===== src/rtl/pipe_pkg.sv =====
// Shared types for the pipelined core: stage payload structs, the NOP
// encoding used to fill empty instruction slots, and the elastic-stage
// occupancy encoding.
package pipe_pkg;

  // addi x0, x0, 0
  localparam logic [31:0] NOP_INSTR = 32'h0000_0013;

  typedef struct packed {
    logic [31:0] instr;
    logic [31:0] pc;
    logic [31:0] pcplus4;
  } if_id_t;

  typedef struct packed {
    logic        reg_write;
    logic [1:0]  result_src;
    logic        mem_write;
    logic        jump;
    logic        branch;
    logic [2:0]  alu_ctrl;
    logic        alu_src;
    logic [31:0] rd1;
    logic [31:0] rd2;
    logic [31:0] pc;
    logic [4:0]  rs1;
    logic [4:0]  rs2;
    logic [4:0]  rd;
    logic [31:0] imm_ext;
    logic [31:0] pcplus4;
  } id_ex_t;

  typedef struct packed {
    logic        reg_write;
    logic [1:0]  result_src;
    logic        mem_write;
    logic [31:0] alu_result;
    logic [31:0] write_data;
    logic [4:0]  rd;
    logic [31:0] pcplus4;
  } ex_mem_t;

  typedef struct packed {
    logic        reg_write;
    logic [1:0]  result_src;
    logic [31:0] alu_result;
    logic [31:0] read_data;
    logic [4:0]  rd;
    logic [31:0] pcplus4;
  } mem_wb_t;

  // Reset/flush image for the IF/ID register: a NOP with zero PCs.
  localparam if_id_t IF_ID_RESET = '{instr: NOP_INSTR, pc: '0, pcplus4: '0};

  // Occupancy encoded as {main_v, skid_v}.
  typedef enum logic [1:0] {
    ST_EMPTY = 2'b00,
    ST_ONE   = 2'b10,
    ST_FULL  = 2'b11
  } skid_state_e;

endpackage


===== src/rtl/flopenrc.sv =====
// Enabled register with asynchronous reset and synchronous clear, both
// returning to RESET_VAL. Clear wins over enable.
module flopenrc #(
  parameter int unsigned       WIDTH     = 32,
  parameter logic [WIDTH-1:0]  RESET_VAL = '0
) (
  input  logic             clk,
  input  logic             reset,
  input  logic             en,
  input  logic             clr,
  input  logic [WIDTH-1:0] d,
  output logic [WIDTH-1:0] q
);

  logic [WIDTH-1:0] q_d;
  logic [WIDTH-1:0] q_q;

  // Next value: clear, load, or hold.
  always_comb begin
    q_d = q_q;
    if (clr) begin
      q_d = RESET_VAL;
    end else if (en) begin
      q_d = d;
    end
  end

  // Storage with asynchronous reset to the reset image.
  always_ff @(posedge clk or posedge reset) begin
    if (reset) begin
      q_q <= RESET_VAL;
    end else begin
      q_q <= q_d;
    end
  end

  assign q = q_q;

endmodule


===== src/rtl/pipe_stage.sv =====
// Elastic pipeline stage register with valid/ready handshake, synchronous
// flush, optional two-entry skid buffer (registered in_ready) and a
// saturating back-pressure counter for stall profiling.
module pipe_stage
  import pipe_pkg::*;
#(
  parameter int unsigned      WIDTH      = 32,
  parameter logic [WIDTH-1:0] RESET_DATA = '0,
  parameter bit               SKID       = 1'b1,
  parameter int unsigned      CNTW       = 16
) (
  input  logic             clk,
  input  logic             reset,
  input  logic             flush,
  input  logic             in_valid,
  output logic             in_ready,
  input  logic [WIDTH-1:0] in_data,
  output logic             out_valid,
  input  logic             out_ready,
  output logic [WIDTH-1:0] out_data,
  output logic [CNTW-1:0]  stall_cnt
);

  skid_state_e      state_q, state_d;
  logic             in_fire;
  logic             out_fire;
  logic             main_en;
  logic             skid_en;
  logic [WIDTH-1:0] main_d;
  logic [WIDTH-1:0] main_q;
  logic [WIDTH-1:0] skid_q;
  logic [CNTW-1:0]  stall_cnt_d;
  logic [CNTW-1:0]  stall_cnt_q;

  assign out_valid = (state_q == ST_ONE) || (state_q == ST_FULL);
  assign in_fire   = in_valid && in_ready;
  assign out_fire  = out_valid && out_ready;

  // Occupancy register.
  always_ff @(posedge clk or posedge reset) begin
    if (reset) begin
      state_q <= ST_EMPTY;
    end else begin
      state_q <= state_d;
    end
  end

  // Next occupancy and data-path steering; flush overrides every event.
  // With SKID=0 in_ready forces out_fire whenever ONE accepts, so FULL is
  // unreachable and the same table serves both configurations.
  always_comb begin
    state_d = state_q;
    main_en = 1'b0;
    skid_en = 1'b0;
    main_d  = in_data;
    if (flush) begin
      state_d = ST_EMPTY;
    end else begin
      case (state_q)
        ST_EMPTY: begin
          if (in_fire) begin
            state_d = ST_ONE;
            main_en = 1'b1;
          end
        end
        ST_ONE: begin
          if (in_fire && out_fire) begin
            main_en = 1'b1;
          end else if (in_fire) begin
            state_d = ST_FULL;
            skid_en = 1'b1;
          end else if (out_fire) begin
            state_d = ST_EMPTY;
          end
        end
        ST_FULL: begin
          if (out_fire) begin
            state_d = ST_ONE;
            main_en = 1'b1;
            main_d  = skid_q;
          end
        end
        default: state_d = ST_EMPTY;
      endcase
    end
  end

  flopenrc #(
    .WIDTH    (WIDTH),
    .RESET_VAL(RESET_DATA)
  ) u_main (
    .clk  (clk),
    .reset(reset),
    .en   (main_en),
    .clr  (flush),
    .d    (main_d),
    .q    (main_q)
  );

  flopenrc #(
    .WIDTH    (WIDTH),
    .RESET_VAL(RESET_DATA)
  ) u_skid (
    .clk  (clk),
    .reset(reset),
    .en   (skid_en),
    .clr  (flush),
    .d    (in_data),
    .q    (skid_q)
  );

  // An emptied main entry keeps its old bits, so mask it to the reset image.
  assign out_data = out_valid ? main_q : RESET_DATA;

  generate
    if (SKID) begin : g_skid
      logic in_ready_d;
      logic in_ready_q;

      // Ready for next cycle: low only while the skid slot will be occupied.
      always_comb begin
        in_ready_d = (state_d != ST_FULL);
      end

      // Registered upstream ready.
      always_ff @(posedge clk or posedge reset) begin
        if (reset) begin
          in_ready_q <= 1'b1;
        end else begin
          in_ready_q <= in_ready_d;
        end
      end

      assign in_ready = in_ready_q;
    end else begin : g_noskid
      assign in_ready = !out_valid || out_ready;
    end
  endgenerate

  // Saturating count of back-pressured cycles; flush cycles are not counted.
  always_comb begin
    stall_cnt_d = stall_cnt_q;
    if (out_valid && !out_ready && !flush && (stall_cnt_q != '1)) begin
      stall_cnt_d = stall_cnt_q + CNTW'(1);
    end
  end

  // Stall counter register, cleared only by reset.
  always_ff @(posedge clk or posedge reset) begin
    if (reset) begin
      stall_cnt_q <= '0;
    end else begin
      stall_cnt_q <= stall_cnt_d;
    end
  end

  assign stall_cnt = stall_cnt_q;

endmodule


===== config.mk =====
export PLATFORM = sky130hd
export DESIGN_NAME = pipe_stage
export DESIGN_NICKNAME = d
export VERILOG_FILES = /design/src/rtl/pipe_pkg.sv /design/src/rtl/flopenrc.sv /design/src/rtl/pipe_stage.sv
export SDC_FILE = /design/constraint.sdc
export NUM_CORES = 1
export LEC_CHECK = 0
export ABC_CLOCK_PERIOD_IN_PS = 3050
export BUFFER_PORTS_ARGS = -buffer_cell sky130_fd_sc_hd__buf_2
export CAP_MARGIN = 10
export CELL_PAD_IN_SITES_DETAIL_PLACEMENT = 2
export CELL_PAD_IN_SITES_GLOBAL_PLACEMENT = 2
export CORE_ASPECT_RATIO = 0.6
export CORE_MARGIN = 10
export CORE_UTILIZATION = 35
export DETAILED_ROUTE_END_ITERATION = 16
export PLACE_DENSITY_LB_ADDON = 0.08
export SYNTH_ARGS = -nofsm -noshare
export SYNTH_HDL_FRONTEND = slang
export SYNTH_SLANG_ARGS = --single-unit

===== constraint.sdc =====
create_clock -name clk -period 3.05 [get_ports clk]
set_input_delay 0.1525 -clock clk [delete_from_list [all_inputs] [get_ports clk]]
set_output_delay 0.1525 -clock clk [all_outputs]
set_load 0.03 [all_outputs]

After elaboration in Yosys (flattened, before gate mapping):

Cells that the tools add are included.

* output and inout bits: 50
* register bits: 83

* equality and inequality tests: 4
* mux-type cells: 22
* $add $sub $neg: 1
* reduce and logical (&&, ||, !) cells: 12

Operators with widths (number)
* $mux W32: 7
* $add A16 B1 Y16 const B: 1
* $ne A16 B16 Y1 const B: 1
* $mux W2: 6
* $mux W1: 7
* $logic_and A1 B1 Y1: 6
* $pmux W2 S3: 1
* $eq A2 B2 Y1 const B: 2
* $reduce_bool A2 Y1: 2
* $pmux W1 S3: 1
* $logic_not A1 Y1: 2
* $logic_not A2 Y1: 1
* $ne A2 B2 Y1 const B: 1
* $logic_or A1 B1 Y1: 1

Depth between registers and ports, before layout:

Gate-level depths: netlist of the first run.

* depth after elaboration: 9
* depth in mapped cells: 5
* gate-level depth less buffers: 5

By module:

From an unflattened synthesis of the first run, not the netlist that was laid out.

* cells, all modules: 368
* area, all modules: 4225.3 µm²

Modules (own cells, without submodules)
* flopenrc: cells an instance 104, area each 1327.5 µm², times used 2, sequential area each 800.8 µm²
* pipe_stage: cells an instance 160, area each 1570.3 µm², times used 1, sequential area each 476.7 µm²

Worst setup path before layout of the first run:

Ideal clock, no wire load.

* path type: flip-flop to flip-flop
* start: reg stall_cnt_q[0] (netlist: stall_cnt[0])
* end: reg stall_cnt_q[10] (netlist: stall_cnt[10])
* stages on the path, launching flop included: 6
* period minus slack after synthesis: 1792 ps
* arrival: 1665 ps
* setup time: 128 ps
* data required time: 2922 ps
* slack: 1258 ps
* path through: dfrtp_1 > ha_1 > nand3_1 > nor2_4 > and4_1 > mux2_1

* longest elaborated chain between the ends: 2
* elaborated cells between the ends (all ways): 3

Ends and longest elaborated chain
* from (decl): RTL line pipe_stage.sv:33 `logic [CNTW-1:0] stall_cnt_q;`
* from (signal assigned): RTL line pipe_stage.sv:153 `stall_cnt_q <= stall_cnt_d;`
* branches (longest 2 deep; another with $add A16 B1 Y16)

Several ways; the timed one is not identified.
A chain may end at the register's enable or synchronous reset.

Worst setup path in the final report of the first run:

* start: reg g_skid.in_ready_q (netlist: in_ready)
* end: reg u_main.q_q[22] (netlist: u_main.q[22])

* longest elaborated chain between the ends: 6
* elaborated cells between the ends (all ways): 7

Ends and longest elaborated chain
* from (decl): RTL line pipe_stage.sv:118 `logic in_ready_q;`
* from (signal assigned): RTL line pipe_stage.sv:130 `in_ready_q <= in_ready_d;`
* $logic_and A1 B1 Y1 *: RTL line pipe_stage.sv:36 `assign in_fire = in_valid && in_ready;`
* $logic_and A1 B1 Y1: RTL line pipe_stage.sv:67 `if (in_fire && out_fire) begin`
* $mux W1: RTL line pipe_stage.sv:67
* $pmux W1 S3 *: RTL line pipe_stage.sv:59 `case (state_q)`
* $mux W1 *: RTL line pipe_stage.sv:56 `if (flush) begin`
* $reduce_bool A2 Y1 (no line) *
* to (signal assigned): RTL line flopenrc.sv:33 `q_q <= q_d;`
* to (decl): RTL line flopenrc.sv:16 `logic [WIDTH-1:0] q_q;`

Mark *: on every way between the ends. The rest lies on a longest branch, timed or not.

==> qor.csv, run 1 <==
metric;value;unit
ys_ff_latch;83;
p_leak;2.57;nW
cts_max_level;3;
io_buffers;86;
skew;6.08;ps
r2r_slack;1000;ps
die-area;15800;sq um
grt.overflow.total;0;
grt_pass1_vias;3444;
grt_max_degree;40;
max_slew.worst_pin.slew;916;ps
critPathLaunch;in_ready;
postRouteAntennaNets;0;
hold_class;input port to flop;
ys_types;40;
ys_seq_area_frac;0.535;
rsz0062_at_grt;false;
critical_path.startpoint_type;flop;
postCtsSetupBuffers;0;
nFillCells;1114;
die_x;156;microns
finalWeightedCongestion;0.730;
clkSinkCount;83;
setup_violations;0;
final_cell_mix;buf_2, dfrtp_1, nor2_1;
ctsLongestPathBuffers;2;
fin_util;0.447;
path_class;flop to flop;
status;completed;
dieHeight;102;microns
syn_area_per_cell;11.4;sq um
firstDrtPassIters;4;
dpl.cell_count;551;
grt_use_total;0.149;
routedWlPerCell;20.1;microns
cts_tree;yes;
clk_pin_slew;60;ps
timing.rr.start;in_ready;
syn-cell-area;3880;sq um
clock-root-buffer;clkbuf_16;
cts_resized;0;
reg2reg_depth;5;
layoutNonFillerInstCount;569;
drv_cap;0;
antenna_found_initial;2;
syn_nets;380;
fin_crit_sh;0.673;
yosysWarnings;0;
timing.hold.ws;54.9;ps
ios;87;
core-area;10700;sq um
layout_commonest_cell;buf_2;
hold_viol;0;
synth_edf_count;0;
maxSlewHeadroom;0.388;
drt-total-wl;11400;microns
grt_pass1_wl;18900;microns
start_util;0.363;
synth_top_area_share;0.529;
fmax;487;MHz
worstPathRequired;3280;ps
clk_latency;330;ps
synth-main-ff-cell;dfrtp_1;
layout-drive-gt1-share;0.280;
syn_to_final_growth;23.1;%
cp_max_fo;16;
rows;29;
crit_path_end_kind;flop;
p_per_area;558;nW/um^2
vias;3029;
hold_end;u_skid.q[9];
finalSetupTns;0;ps
synthArstFlopShare;1.00;
min_period;2050;ps
dp_hpwl;8040;microns
drv_slew;0;
min_path_cells;2;
peakVddDrop;0.283;mV
worst_hold_startpoint;in_data[9];
vias_per_cell;5.32;
drc;0;
cts_buffers;9;
synthTopCellsByArea;dfrtp_1, mux2i_1, a22o_1, a211oi_1, and2_1;
nNetsFinal;462;
reg2reg_to;u_main.q[22];
crit_arrival;2280;ps
yosys.area.top_type;dfrtp_1;
syn_inst;342;
drt_iter0_drc;131;
state kept, by name, summed over array words and instances (netlist names):
name	cells
u_main.q	32
u_skid.q	32
stall_cnt	16
state_q	2
in_ready	1
timing repair:
action	in CTS	in global routing
endpoints found under the hold margin	37	0
endpoints found under the setup margin	0	0
hold buffers	1	0
critical path, stage by stage, from the launching register on:
cell,delay [ps]
dfstp_2,550
a21oi_1,120
a211oi_4,640
buf_4,340
nor2_1,80
a211oi_1,230
area by class of cell:
class                   count  area, sq um  share of cell area
clock inverters             2         10.0             0.00209
clock buffers              14          264              0.0552
repair buffers             95          526               0.110
diodes                      1         2.50            0.000523
flip-flops and latches     83         2080               0.435
inverters                   4         16.3             0.00340
well taps                 139          174              0.0364
multi-input cells         231         1710               0.358
synth_stat cells, drive strengths merged, types with 4 or more instances:
master	n
clkbuf	12
and2	32
nor2	40
inv	4
xor2	5
a22o	32
and4	4
buf	12
xnor2	5
a211oi	33
mux2i	32
nand3	8
nand2	4
dfrtp	82
a21oi	6
nand4	6
worst max-delay path by stage:
stage,endpoint,cells after the start
5_1_grt,u_main.q[31],5
3_3_place_gp,u_main.q[20],5
3_5_place_dp,u_main.q[21],5
4_1_cts,u_main.q[22],5
2_1_floorplan,stall_cnt[0],1
6_report,u_main.q[22],5
metrics by stage:
stage               total power (W)  cell area (sq um)  worst slack (ps)
floorplan                   0.00150               3880               762
global placement            0.00165               4490              1060
detailed placement          0.00167               4490              1000
CTS                         0.00271               4780               968
global route                0.00281               4780               846
finish                      0.00267               4780               998
per-layer routing:
layer  share of wire  up-vias  wire, microns  track usage
met4          0.0078        2             89       0.0303
met3           0.060       10            684       0.0533
met2            0.46       62           5300        0.238
li1                -     1411              -            -
met5          0.0011        -             13            0
met1            0.47     1544           5340        0.191
cells by family after synthesis:
family                   synth area share
buffers and inverters              0.0306
flip-flops                          0.535
XOR/XNOR                           0.0226
multiplexers                       0.0912
adder cells (fa/ha/maj)           0.00322
AO/OA/AOI/OAI                       0.154
AND/OR/NAND/NOR                     0.163
report_power, final:
group / internal [W] / switching (W) / total (W)
sequential: 0.00117 / 0.0000711 / 0.00125
clock: 0.000595 / 0.000423 / 0.00102
combinational: 0.000134 / 0.000270 / 0.000405
total: 0.00190 / 0.000764 / 0.00267
(Power assumes the default switching activity.)
==> run 2: changes to the inputs <==
--- a/config.mk
+++ b/config.mk
@@ -5,7 +5,7 @@
 export SDC_FILE = /design/constraint.sdc
 export NUM_CORES = 1
 export LEC_CHECK = 0
-export ABC_CLOCK_PERIOD_IN_PS = 3050
+export ABC_CLOCK_PERIOD_IN_PS = 1900
 export BUFFER_PORTS_ARGS = -buffer_cell sky130_fd_sc_hd__buf_2
 export CAP_MARGIN = 10
 export CELL_PAD_IN_SITES_DETAIL_PLACEMENT = 2
==> constraint.sdc (replaced) <==
create_clock -name clk -period 1.9 [get_ports clk]
set_input_delay 0.095 -clock clk [delete_from_list [all_inputs] [get_ports clk]]
set_output_delay 0.095 -clock clk [all_outputs]
set_load 0.03 [all_outputs]
==> qor.csv, run 2 (synthesized netlist as in run 1, its figures left out) <==
metric;value;unit
worst_hold_startpoint;in_data[29];
critical_path.startpoint_type;flop;
dpl_cell_area;4560;sq um
antenna_found_initial;1;
path_buf_inv;1;
clkSinkCount;83;
clock-root-buffer;clkbuf_16;
core-area;10700;sq um
max_slew.worst_pin.slew;855;ps
cp_max_fo;39;
setup_violations;0;
rsz0062_at_grt;false;
drt_iter0_drc;152;
layout-drive-gt1-share;0.281;
die_x;156;microns
die-area;15800;sq um
crit_path_top_delay_cell;nor2_4;
dp_hpwl;8190;microns
min_period;1790;ps
grt_pass1_vias;3631;
clk_pin_slew;60;ps
setup_ws;113;ps
clk_latency;350;ps
p_per_area;880;nW/um^2
fin_crit_sh;0.940;
grt_pass1_wl;20300;microns
layout_commonest_cell;buf_2;
firstDrtPassIters;6;
status;completed;
grt_util_met1;0.201;
postRouteAntennaNets;0;
vias;3169;
grt_max_degree;55;
drt-total-wl;12300;microns
cts_buffers;9;
peakVddDrop;0.496;mV
worstPathRequired;2180;ps
start_util;0.363;
rows;29;
path_class;flop to flop;
min_path_cells;2;
critPathLaunch;state_q[1];
timing.rr.start;state_q[1];
final_cell_area;5180;sq um
crit_arrival;2070;ps
final_cell_mix;buf_2, dfrtp_1, nor2_1;
ios;87;
dpl_worst_slack;103;ps
cp.depth;4;
top_usage_layer;met2;
grtUsageMet3;0.0563;
hold_viol;0;
cp_top_family;simple AND/OR/NAND/NOR gates;
fin_util;0.484;
drc;0;
crit_path_end_kind;flop;
crit_chain;buf_12, nor3b_2, nor2_4, a22o_1;
use_met2;0.263;
hold_class;input port to flop;
reg2reg_depth;4;
drv_cap;0;
cts_max_level;3;
io_buffers;86;
grt.overflow.total;0;
routedWlPerCell;20.5;microns
ctsLongestPathBuffers;2;
maxSlewHeadroom;0.429;
cpPeakStageDelay;650;ps
dieHeight;102;microns
finalSetupTns;0;ps
skew;5.59;ps
cts_tree;yes;
p_leak;2.73;nW
drv_slew;0;
syn_to_final_growth;33.4;%
vias_per_cell;5.26;
grt_use_total;0.161;
fmax;560;MHz
nNetsFinal;495;
finalWeightedCongestion;0.748;
-- run 2: cell types whose count changed in the layout (fill, tap and decap cells not counted) --
cell,previous run,this run
bufinv_16,0,1
clkinv_2,3,2
nor3b_2,1,2
buf_4,6,9
clkinv_4,0,1
buf_12,2,5
nand3_1,7,6
clkinvlp_4,0,1
dlygate4sd3_1,1,28
nor3b_1,2,1
clkbuf_1,3,1
nand3_2,1,2
-- run 2: power breakdown --
part           switching [W]  internal, W  total (W)
Clock               0.000745      0.00109    0.00183
Sequential          0.000120      0.00188    0.00200
Combinational       0.000451     0.000264   0.000715
Total                0.00132      0.00324    0.00455
-- run 2: layout make-up --
class / instances / area [sq um]
clock inverters: 4 / 48.8
well taps: 139 / 174
clock buffers: 12 / 256
inverters: 4 / 18.8
diodes: 1 / 2.50
flip-flops and latches: 83 / 2080
fillers: 1094 / 5530
multi-input cells: 231 / 1720
repair buffers: 128 / 878
-- run 2: routing by layer --
metal,vias to the layer above,part of all wire
li1,1473,-
met1,1624,0.47
met2,64,0.47
met3,8,0.055
met4,0,0.0084
met5,-,0
-- run 2: timing repair --
item,in CTS,in global routing
buffers inserted,0,2
endpoints found under the hold margin,51,0
hold buffers,28,0
gates resized for setup,0,2
endpoints found under the setup margin,0,5
-- run 2: final timing paths --
kind / to / slack, ps
worst max register to register: u_skid.q[2] / 110
worst min-delay path: u_skid.q[29] / 7
worst min register to register: u_skid.q[18] / 510
max in group asynchronous: in_ready / 890
worst max-delay path: u_skid.q[2] / 110
min in group asynchronous: u_main.q[24] / 390
-- run 2: metrics by stage --
stage / instances / total power [W] / hold slack (ps)
after global routing: 602 / 0.00477 / 4.03
after floorplan: 342 / 0.00242 / 228
after CTS: 599 / 0.00461 / 1.03
final: 602 / 0.00455 / 6.93
after global placement: 555 / 0.00267 / 222
after detailed placement: 555 / 0.00270 / 232
